[src/rtl/qr_tx_word_serializer_if.sv]
// Word handshake between the digital core and the quarter-rate TX serializer.
// The core drives in_data/in_valid; the serializer answers with in_ready.
interface qr_tx_word_serializer_if #(
    parameter int WORD_W = 16
);
    logic [WORD_W-1:0] in_data;
    logic              in_valid;
    logic              in_ready;

    modport master (output in_data, output in_valid, input in_ready);
    modport slave  (input in_data, input in_valid, output in_ready);
endinterface

[src/rtl/qr_tx_word_serializer.sv]
// Quarter-rate TX word serializer: 16-bit words (core data, PRBS7, fixed pattern
// or idle) are sliced into one 4-bit nibble per clock for the 4:1 output mux.
module qr_tx_word_serializer #(
    parameter int         WORD_W    = 16,
    parameter int         UF_CNT_W  = 8,
    parameter logic [6:0] PRBS_SEED = 7'h7F
) (
    input  logic                   clk,
    input  logic                   rst_n,
    input  logic [1:0]             mode,
    input  logic [WORD_W-1:0]      pat,
    qr_tx_word_serializer_if.slave in_if,
    input  logic                   clr_uf,
    output logic [3:0]             dout,
    output logic [UF_CNT_W-1:0]    underflow_cnt
);

    typedef enum logic [1:0] {
        MODE_DATA = 2'd0,
        MODE_PRBS = 2'd1,
        MODE_PAT  = 2'd2,
        MODE_IDLE = 2'd3
    } mode_e;

    localparam logic [UF_CNT_W-1:0] UF_ONE = UF_CNT_W'(1);

    logic [1:0]          phase_q, phase_d;
    logic [WORD_W-1:0]   shifter_q, shifter_d;
    logic [WORD_W-1:0]   hold_q, hold_d;
    logic                hold_valid_q, hold_valid_d;
    logic [UF_CNT_W-1:0] uf_q, uf_d;
    logic [6:0]          prbs_q, prbs_d;
    mode_e               last_mode_q, last_mode_d;

    logic                load;
    logic                in_ready_int;
    logic                uf_inc;
    mode_e               mode_s;
    logic [WORD_W-1:0]   src_word;
    logic [WORD_W-1:0]   prbs_word;
    logic [6:0]          prbs_s;

    // A word slot starts whenever phase wraps; reset parks phase at 3 so the
    // first edge after release is already a load edge.
    assign load         = (phase_q == 2'd3);
    assign in_ready_int = rst_n && !hold_valid_q;
    assign in_if.in_ready = in_ready_int;
    assign dout          = shifter_q[3:0];
    assign underflow_cnt = uf_q;

    always_comb begin
        // NOTE: every combinational output gets a default first, so no path
        // through the case/if tree can leave a value unassigned and infer a latch.
        phase_d      = phase_q + 2'd1;
        shifter_d    = {4'h0, shifter_q[WORD_W-1:4]};
        hold_d       = hold_q;
        hold_valid_d = hold_valid_q;
        uf_d         = uf_q;
        prbs_d       = prbs_q;
        last_mode_d  = last_mode_q;
        uf_inc       = 1'b0;
        src_word     = '0;
        prbs_word    = '0;
        mode_s       = mode_e'(mode);

        // Entering PRBS mode restarts the sequence from the seed.
        prbs_s = (last_mode_q != MODE_PRBS) ? PRBS_SEED : prbs_q;
        for (int i = 0; i < WORD_W; i++) begin
            prbs_word[i] = prbs_s[6] ^ prbs_s[5];
            prbs_s       = {prbs_s[5:0], prbs_word[i]};
        end

        if (load) begin
            unique case (mode_s)
                MODE_DATA: begin
                    if (hold_valid_q) begin
                        src_word     = hold_q;
                        hold_valid_d = 1'b0;
                    end else begin
                        uf_inc = 1'b1;
                    end
                end
                MODE_PRBS: begin
                    src_word = prbs_word;
                    prbs_d   = prbs_s;
                end
                MODE_PAT:  src_word = pat;
                MODE_IDLE: src_word = '0;
            endcase
            shifter_d   = src_word;
            last_mode_d = mode_s;
        end

        // Capture only happens while the hold is empty, so it can never
        // collide with the consume above.
        if (in_if.in_valid && in_ready_int) begin
            hold_d       = in_if.in_data;
            hold_valid_d = 1'b1;
        end

        if (clr_uf) begin
            uf_d = '0;
        end else if (uf_inc && (uf_q != '1)) begin
            uf_d = uf_q + UF_ONE;
        end
    end

    // NOTE: state registers use non-blocking assignments so every flop samples
    // the pre-edge values computed above, independent of statement order.
    always_ff @(posedge clk or negedge rst_n) begin
        if (!rst_n) begin
            phase_q      <= 2'd3;
            shifter_q    <= '0;
            hold_q       <= '0;
            hold_valid_q <= 1'b0;
            uf_q         <= '0;
            prbs_q       <= PRBS_SEED;
            last_mode_q  <= MODE_IDLE;
        end else begin
            phase_q      <= phase_d;
            shifter_q    <= shifter_d;
            hold_q       <= hold_d;
            hold_valid_q <= hold_valid_d;
            uf_q         <= uf_d;
            prbs_q       <= prbs_d;
            last_mode_q  <= last_mode_d;
        end
    end

endmodule
[src/flat_wrapper.sv]
// flat-port wrapper written by rule: the top's interface ports become plain ports
module qr_tx_word_serializer_flat 
#(
    parameter int         WORD_W    = 16,
    parameter int         UF_CNT_W  = 8,
    parameter logic [6:0] PRBS_SEED = 7'h7F
)
  (clk, rst_n, mode, pat, clr_uf, dout, underflow_cnt, in_if_in_data, in_if_in_valid, in_if_in_ready);
  qr_tx_word_serializer_if #(.WORD_W(WORD_W)) in_if_i ();
  input  logic clk;
  input  logic rst_n;
  input  logic [1:0] mode;
  input  logic [WORD_W-1:0] pat;
  input  logic clr_uf;
  output logic [3:0] dout;
  output logic [UF_CNT_W-1:0] underflow_cnt;
  input wire logic [$bits(in_if_i.in_data)-1:0] in_if_in_data;
  input wire logic [$bits(in_if_i.in_valid)-1:0] in_if_in_valid;
  output wire logic [$bits(in_if_i.in_ready)-1:0] in_if_in_ready;
  assign in_if_i.in_data = in_if_in_data;
  assign in_if_i.in_valid = in_if_in_valid;
  assign in_if_in_ready = in_if_i.in_ready;
  qr_tx_word_serializer #(.WORD_W(WORD_W), .UF_CNT_W(UF_CNT_W), .PRBS_SEED(PRBS_SEED)) u_core (.clk(clk), .rst_n(rst_n), .mode(mode), .pat(pat), .in_if(in_if_i), .clr_uf(clr_uf), .dout(dout), .underflow_cnt(underflow_cnt));
endmodule
[config.mk]
export PLATFORM = sky130hd
export DESIGN_NAME = qr_tx_word_serializer_flat
export DESIGN_NICKNAME = d
export VERILOG_FILES = /design/src/rtl/qr_tx_word_serializer_if.sv /design/src/rtl/qr_tx_word_serializer.sv /design/src/flat_wrapper.sv
export SDC_FILE = /design/constraint.sdc
export NUM_CORES = 1
export LEC_CHECK = 0
export CELL_PAD_IN_SITES_DETAIL_PLACEMENT = 1
export CELL_PAD_IN_SITES_GLOBAL_PLACEMENT = 1
export CORE_MARGIN = 10
export CORE_UTILIZATION = 36
export DETAILED_ROUTE_END_ITERATION = 7
export GPL_TIMING_DRIVEN = 0
export PLACE_DENSITY = 0.77
export REMOVE_ABC_BUFFERS = 1
export SYNTH_ARGS = -nofsm -noshare
export SYNTH_HDL_FRONTEND = slang
export SYNTH_SLANG_ARGS = --single-unit
[constraint.sdc]
create_clock -name clk -period 1.8 [get_ports clk]
set_input_delay 0.27 -clock clk [delete_from_list [all_inputs] [get_ports clk]]
set_output_delay 0.27 -clock clk [all_outputs]
set_load 0.03 [all_outputs]
Word level (Yosys, flattened, before mapping)
Cells that the tools add are included.
{"block": "word_totals", "register_bits": 52, "inputBits": 38, "out_inout_bits": 13, "wordCells": 53}
{"block": "op_classes", "n_addsub": 2, "n_eq_ne": 6, "muxes": 12, "bitwise": 16, "n_reduce_logical": 10}
{"operator": "16-bit one-hot mux with 4 select lines", "n": 1}
{"operator": "16-bit 2-to-1 mux", "n": 2}
{"operator": "8-bit 2-to-1 mux", "n": 2}
{"operator": "1-bit XOR", "n": 16}
{"operator": "8-bit by 1-bit adder with 8-bit output, second input constant", "n": 1}
{"operator": "8-bit inequality test, second input constant", "n": 1}
{"operator": "7-bit 2-to-1 mux", "n": 1}
{"operator": "2-bit == test, second input constant", "n": 3}
{"operator": "1-bit 2-to-1 mux", "n": 6}
{"operator": "2-bit nonzero test", "n": 3}
{"operator": "2-bit AND reduction", "n": 2}
{"operator": "1-bit logical AND", "n": 3}
{"operator": "2-bit by 1-bit adder with 2-bit output, second input constant", "n": 1}
{"operator": "2-bit by 1-bit == test with 1-bit output, second input constant", "n": 1}
{"operator": "2-bit zero test", "n": 1}
{"operator": "2-bit by 1-bit inequality test with 1-bit output, second input constant", "n": 1}
{"operator": "1-bit zero test", "n": 1}

Longest topological paths before layout
{"block": "logic_depth", "depth_word": 7, "depth_mapped": 6, "mapped_depth_nobuf": 5}

Worst setup path before layout
No wires, ideal clock.
{"block": "synth_path", "path_kind": "register -> register", "start": "reg u_core.phase_q[0]", "end": "reg u_core.uf_q[5] (netlist: u_core.underflow_cnt[5])", "setup_time_ns": 0.078, "arrival_ns": 1.704, "t_required_ns": 1.722, "setup_slack_ns": 0.018, "path_stages_with_launch": 6, "path_buffers": 0, "period_less_slack_ns": 1.782, "path_cell_list": "dfstp_2 -> ha_1 -> nor4b_4 -> o21ai_2 -> or4_1 -> a21oi_1"}
{"block": "synth_via", "elab_chain_cells": 4}
{"item": "start: declaration", "line_no": "qr_tx_word_serializer.sv:27", "text": "logic [1:0] phase_q, phase_d;"}
{"item": "start signal: assignment", "line_no": "qr_tx_word_serializer.sv:120", "text": "phase_q <= phase_d;"}
{"item": "2-bit == test", "line_no": "qr_tx_word_serializer.sv:45", "text": "assign load = (phase_q == 2'd3);"}
{"item": "1-bit 2-to-1 mux", "line_no": "qr_tx_word_serializer.sv:73", "text": "if (load) begin"}
{"item": "1-bit logical AND", "line_no": "qr_tx_word_serializer.sv:103", "text": "end else if (uf_inc && (uf_q != '1)) begin"}
{"item": "2-bit nonzero test (no source line)"}
{"item": "end signal: assignment", "line_no": "qr_tx_word_serializer.sv:124", "text": "uf_q <= uf_d;"}
{"item": "end: declaration", "line_no": "qr_tx_word_serializer.sv:31", "text": "logic [UF_CNT_W-1:0] uf_q, uf_d;"}
No other way between the ends.
A chain may end at the register's enable or synchronous reset.

Worst setup path in the final report
{"block": "layout_path", "start": "reg u_core.phase_q[0]", "end": "reg u_core.uf_q[7] (netlist: u_core.underflow_cnt[7])"}
The elaborated chain is that of the path after synthesis.

==> results.yml <==
die:
  core-area_um2: 6830
  die_h_um: 104
  row_count: 30
  design.die.area_um2: 10900
  io_pins: 51
  start_util: 0.374
  die_w_um: 104
routing:
  detail_route.wl_per_cell_um: 18.7
  wl_mm: 7.24
  drc: 0
  via_count: 2036
  drt-initial-drc-count: 77
  ant_nets: 0
  drt-pass1-iter-count: 4
  vias_per_cell: 5.26
global_routing:
  antenna_found_initial: 0
  track_usage: 0.129
  grt-ovfl-total: 0
  grt_pass1_wl_mm: 11.7
  grt_pass1_vias: 2247
  grt_max_degree: 35
clock_tree:
  cts_buffers: 5
  cts_buffer_depth: 2
  cts_num_sinks: 52
  clk_pin_slew_ns: 0.10
  cts_tree: "done"
  htreeDepth: 2
  cts_root_buf: "clkbuf_8"
  clk_latency_ns: 0.31
setup_path:
  worstRegToRegCells: 5
  r2r_start: "u_core.phase_q[0]"
  critPathRequiredTime_ns: 2.05
  crit_fanout: 5
  r2r_setup_slack_ns: -0.1
  crit_arrival_ns: 2.14
  endpoint_kind: "register"
  crit_start: "u_core.phase_q[0]"
  cp-endpoint: "u_core.underflow_cnt[7]"
  crit_type: "reg -> reg"
  cp-start-kind: "register"
  r2r_end: "u_core.underflow_cnt[7]"
layout:
  fin_area_um2: 3430
  diodes: 0
  nets: 330
  drive_gt1_frac: 0.237
  n_fill_cell: 766
  utilization: 0.503
  area_delta_synth_final_pct: 34.2
place:
  place_hpwl_mm: 4.81
  pre_cts_ws_ns: -1.11
  portBuffers: 50
  gp_congestion: 0.816
  placed_cell_area_um2: 3090
yosys:
  ys_types: 43
  synth_edf_count: 0
  ys_warn_count: 0
  syn_area_per_cell_um2: 10.8
  ys.flop_type: "dfrtp_1"
  ys_ff_latch: 52
  netlist_instances: 236
  synth_area_um2: 2560
  yosysSeqAreaShare: 0.514
  synthArstFlopShare: 1.00
sta:
  max_freq_ghz: 0.527
  worst_pin_slew_ns: 0.841
  report.final.slew_viol_count: 0
  setup_tns_ns: -0.207
  grt_setup_unrepaired: "true"
  setup_violations: 3
  period_share: 1.05
  finalHoldViolations: 0
  min_period_ns: 1.90
  finClkSkew_ns: 0.0136
  relSlewSlack: 0.437
  fin_ws_ns: -0.0976
pwr:
  p_total_mw: 3.31
  peakVddDrop_uv: 442
  power_leakage_nw: 1.48
  p_per_area_nw_per_um2: 964
run_status:
  status: "finished with violations"
  violations: "setup timing"
min_path:
  worst_hold_path_type: "reg -> reg"
job:
  max_cap_viol_count: 0
-- kinds of logic (layout without fill, tap and decap cells) --
kind of cell / Yosys count / after routing / synth area share
flops: 52 / 52 / 0.514
fa+ha+maj: 2 / 2 / 0.00978
simple gates: 65 / 65 / 0.131
buf+inv: 24 / 79 / 0.0460
xor+xnor: 21 / 21 / 0.0719
mux: 19 / 19 / 0.0832
compound gates: 53 / 53 / 0.144
-- routing by layer --
layer / vias to the layer above / GRT usage / part of all wire
met5: - / 0 / 0
met4: 0 / 0.0447 / 0.021
met3: 15 / 0.0173 / 0.036
met2: 56 / 0.225 / 0.51
met1: 1031 / 0.157 / 0.43
li1: 934 / - / -
-- registers in the layout, summed over array words and instances (netlist names) --
| register | count |
|---|---|
| u_core.hold_q | 16 |
| u_core.shifter_q | 16 |
| u_core.underflow_cnt | 8 |
| u_core.prbs_q | 7 |
| u_core.last_mode_q | 2 |
| u_core.phase_q | 2 |
| u_core.hold_valid_q | 1 |
-- Yosys cell counts, types with 5 or more instances --
| master | instances | area share |
|---|---|---|
| a221o_1 | 6 | 0.023 |
| a22oi_1 | 11 | 0.032 |
| buf_4 | 5 | 0.015 |
| o21ai_0 | 6 | 0.012 |
| dfstp_2 | 11 | 0.11 |
| xnor2_1 | 8 | 0.027 |
| dfrtp_1 | 41 | 0.40 |
| clkbuf_1 | 12 | 0.018 |
| nand2_1 | 18 | 0.026 |
| nand3_1 | 6 | 0.012 |
| mux2_2 | 18 | 0.079 |
| nor2_1 | 22 | 0.032 |
| a21oi_1 | 15 | 0.029 |
| xor2_1 | 13 | 0.045 |
-- worst min-delay path by stage --
stage	slack (ns)	depth (start not counted)	end	startpoint
2_1_floorplan	-0.03	0	u_core.hold_q[0]	rst_n
3_3_place_gp	0.42	1	u_core.phase_q[0]	u_core.phase_q[0]
3_5_place_dp	0.26	1	u_core.hold_q[11]	rst_n
4_1_cts	0.47	1	u_core.shifter_q[0]	u_core.shifter_q[4]
5_1_grt	0.48	1	u_core.phase_q[0]	u_core.phase_q[0]
6_report	0.46	1	u_core.shifter_q[0]	u_core.shifter_q[4]
-- critical path, stage by stage (launching register included) --
cell	delay, ns
dfstp_2	0.58
ha_4	0.16
nor4b_4	0.29
o21ai_4	0.13
or4_1	0.53
a21oi_2	0.14
-- what timing repair did --
item / CTS / global route
setup endpoints to repair: 47 / 21
hold buffers: 2 / 0
cloned: 0 / 0
resized for setup: 12 / 13
pin swaps: 4 / 3
endpoints found under the hold margin: 18 / 0
buffers inserted: 7 / 7
-- metrics by stage --
stage	cells	hold WS, ns
floorplan	216	-0.0256
global placement	362	0.422
detailed placement	363	0.261
CTS	380	0.468
global route	387	0.481
finish	387	0.461
-- layout by cell type (no fill, tap or decap), drive strengths merged, types with 3 or more instances in the layout --
| master | n |
|---|---|
| dfstp | 11 |
| o21ai | 7 |
| nand3b | 3 |
| nor2 | 22 |
| buf | 16 |
| a21oi | 15 |
| nand2 | 18 |
| nor2b | 3 |
| dlymetal6s2s | 3 |
| a31oi | 3 |
| nand3 | 6 |
| inv | 3 |
| a221o | 6 |
| clkbuf | 7 |
| dfrtp | 41 |
| clkdlybuf4s50 | 43 |
| a22oi | 11 |
| xnor2 | 8 |
| mux2 | 18 |
| xor2 | 13 |
-- power breakdown --
group,leakage (nW),total (mW),switching (mW),internal [mW]
Combinational,0.778,0.737,0.335,0.402
Sequential,0.634,1.62,0.177,1.44
Clock,0.0654,0.953,0.397,0.556
Total,1.48,3.31,0.909,2.40
-- final cells by class --
cell class | count | area [um^2] | share of cell area
clock buffer | 6 | 72.6 | 0.0211
clock inverter | 2 | 60.1 | 0.0175
inverter | 4 | 15.0 | 0.00437
multi-input combinational | 160 | 1190 | 0.348
sequential | 52 | 1320 | 0.383
tap | 96 | 120 | 0.0350
timing repair buffer | 67 | 656 | 0.191
Power figures use the tool's default switching activity.
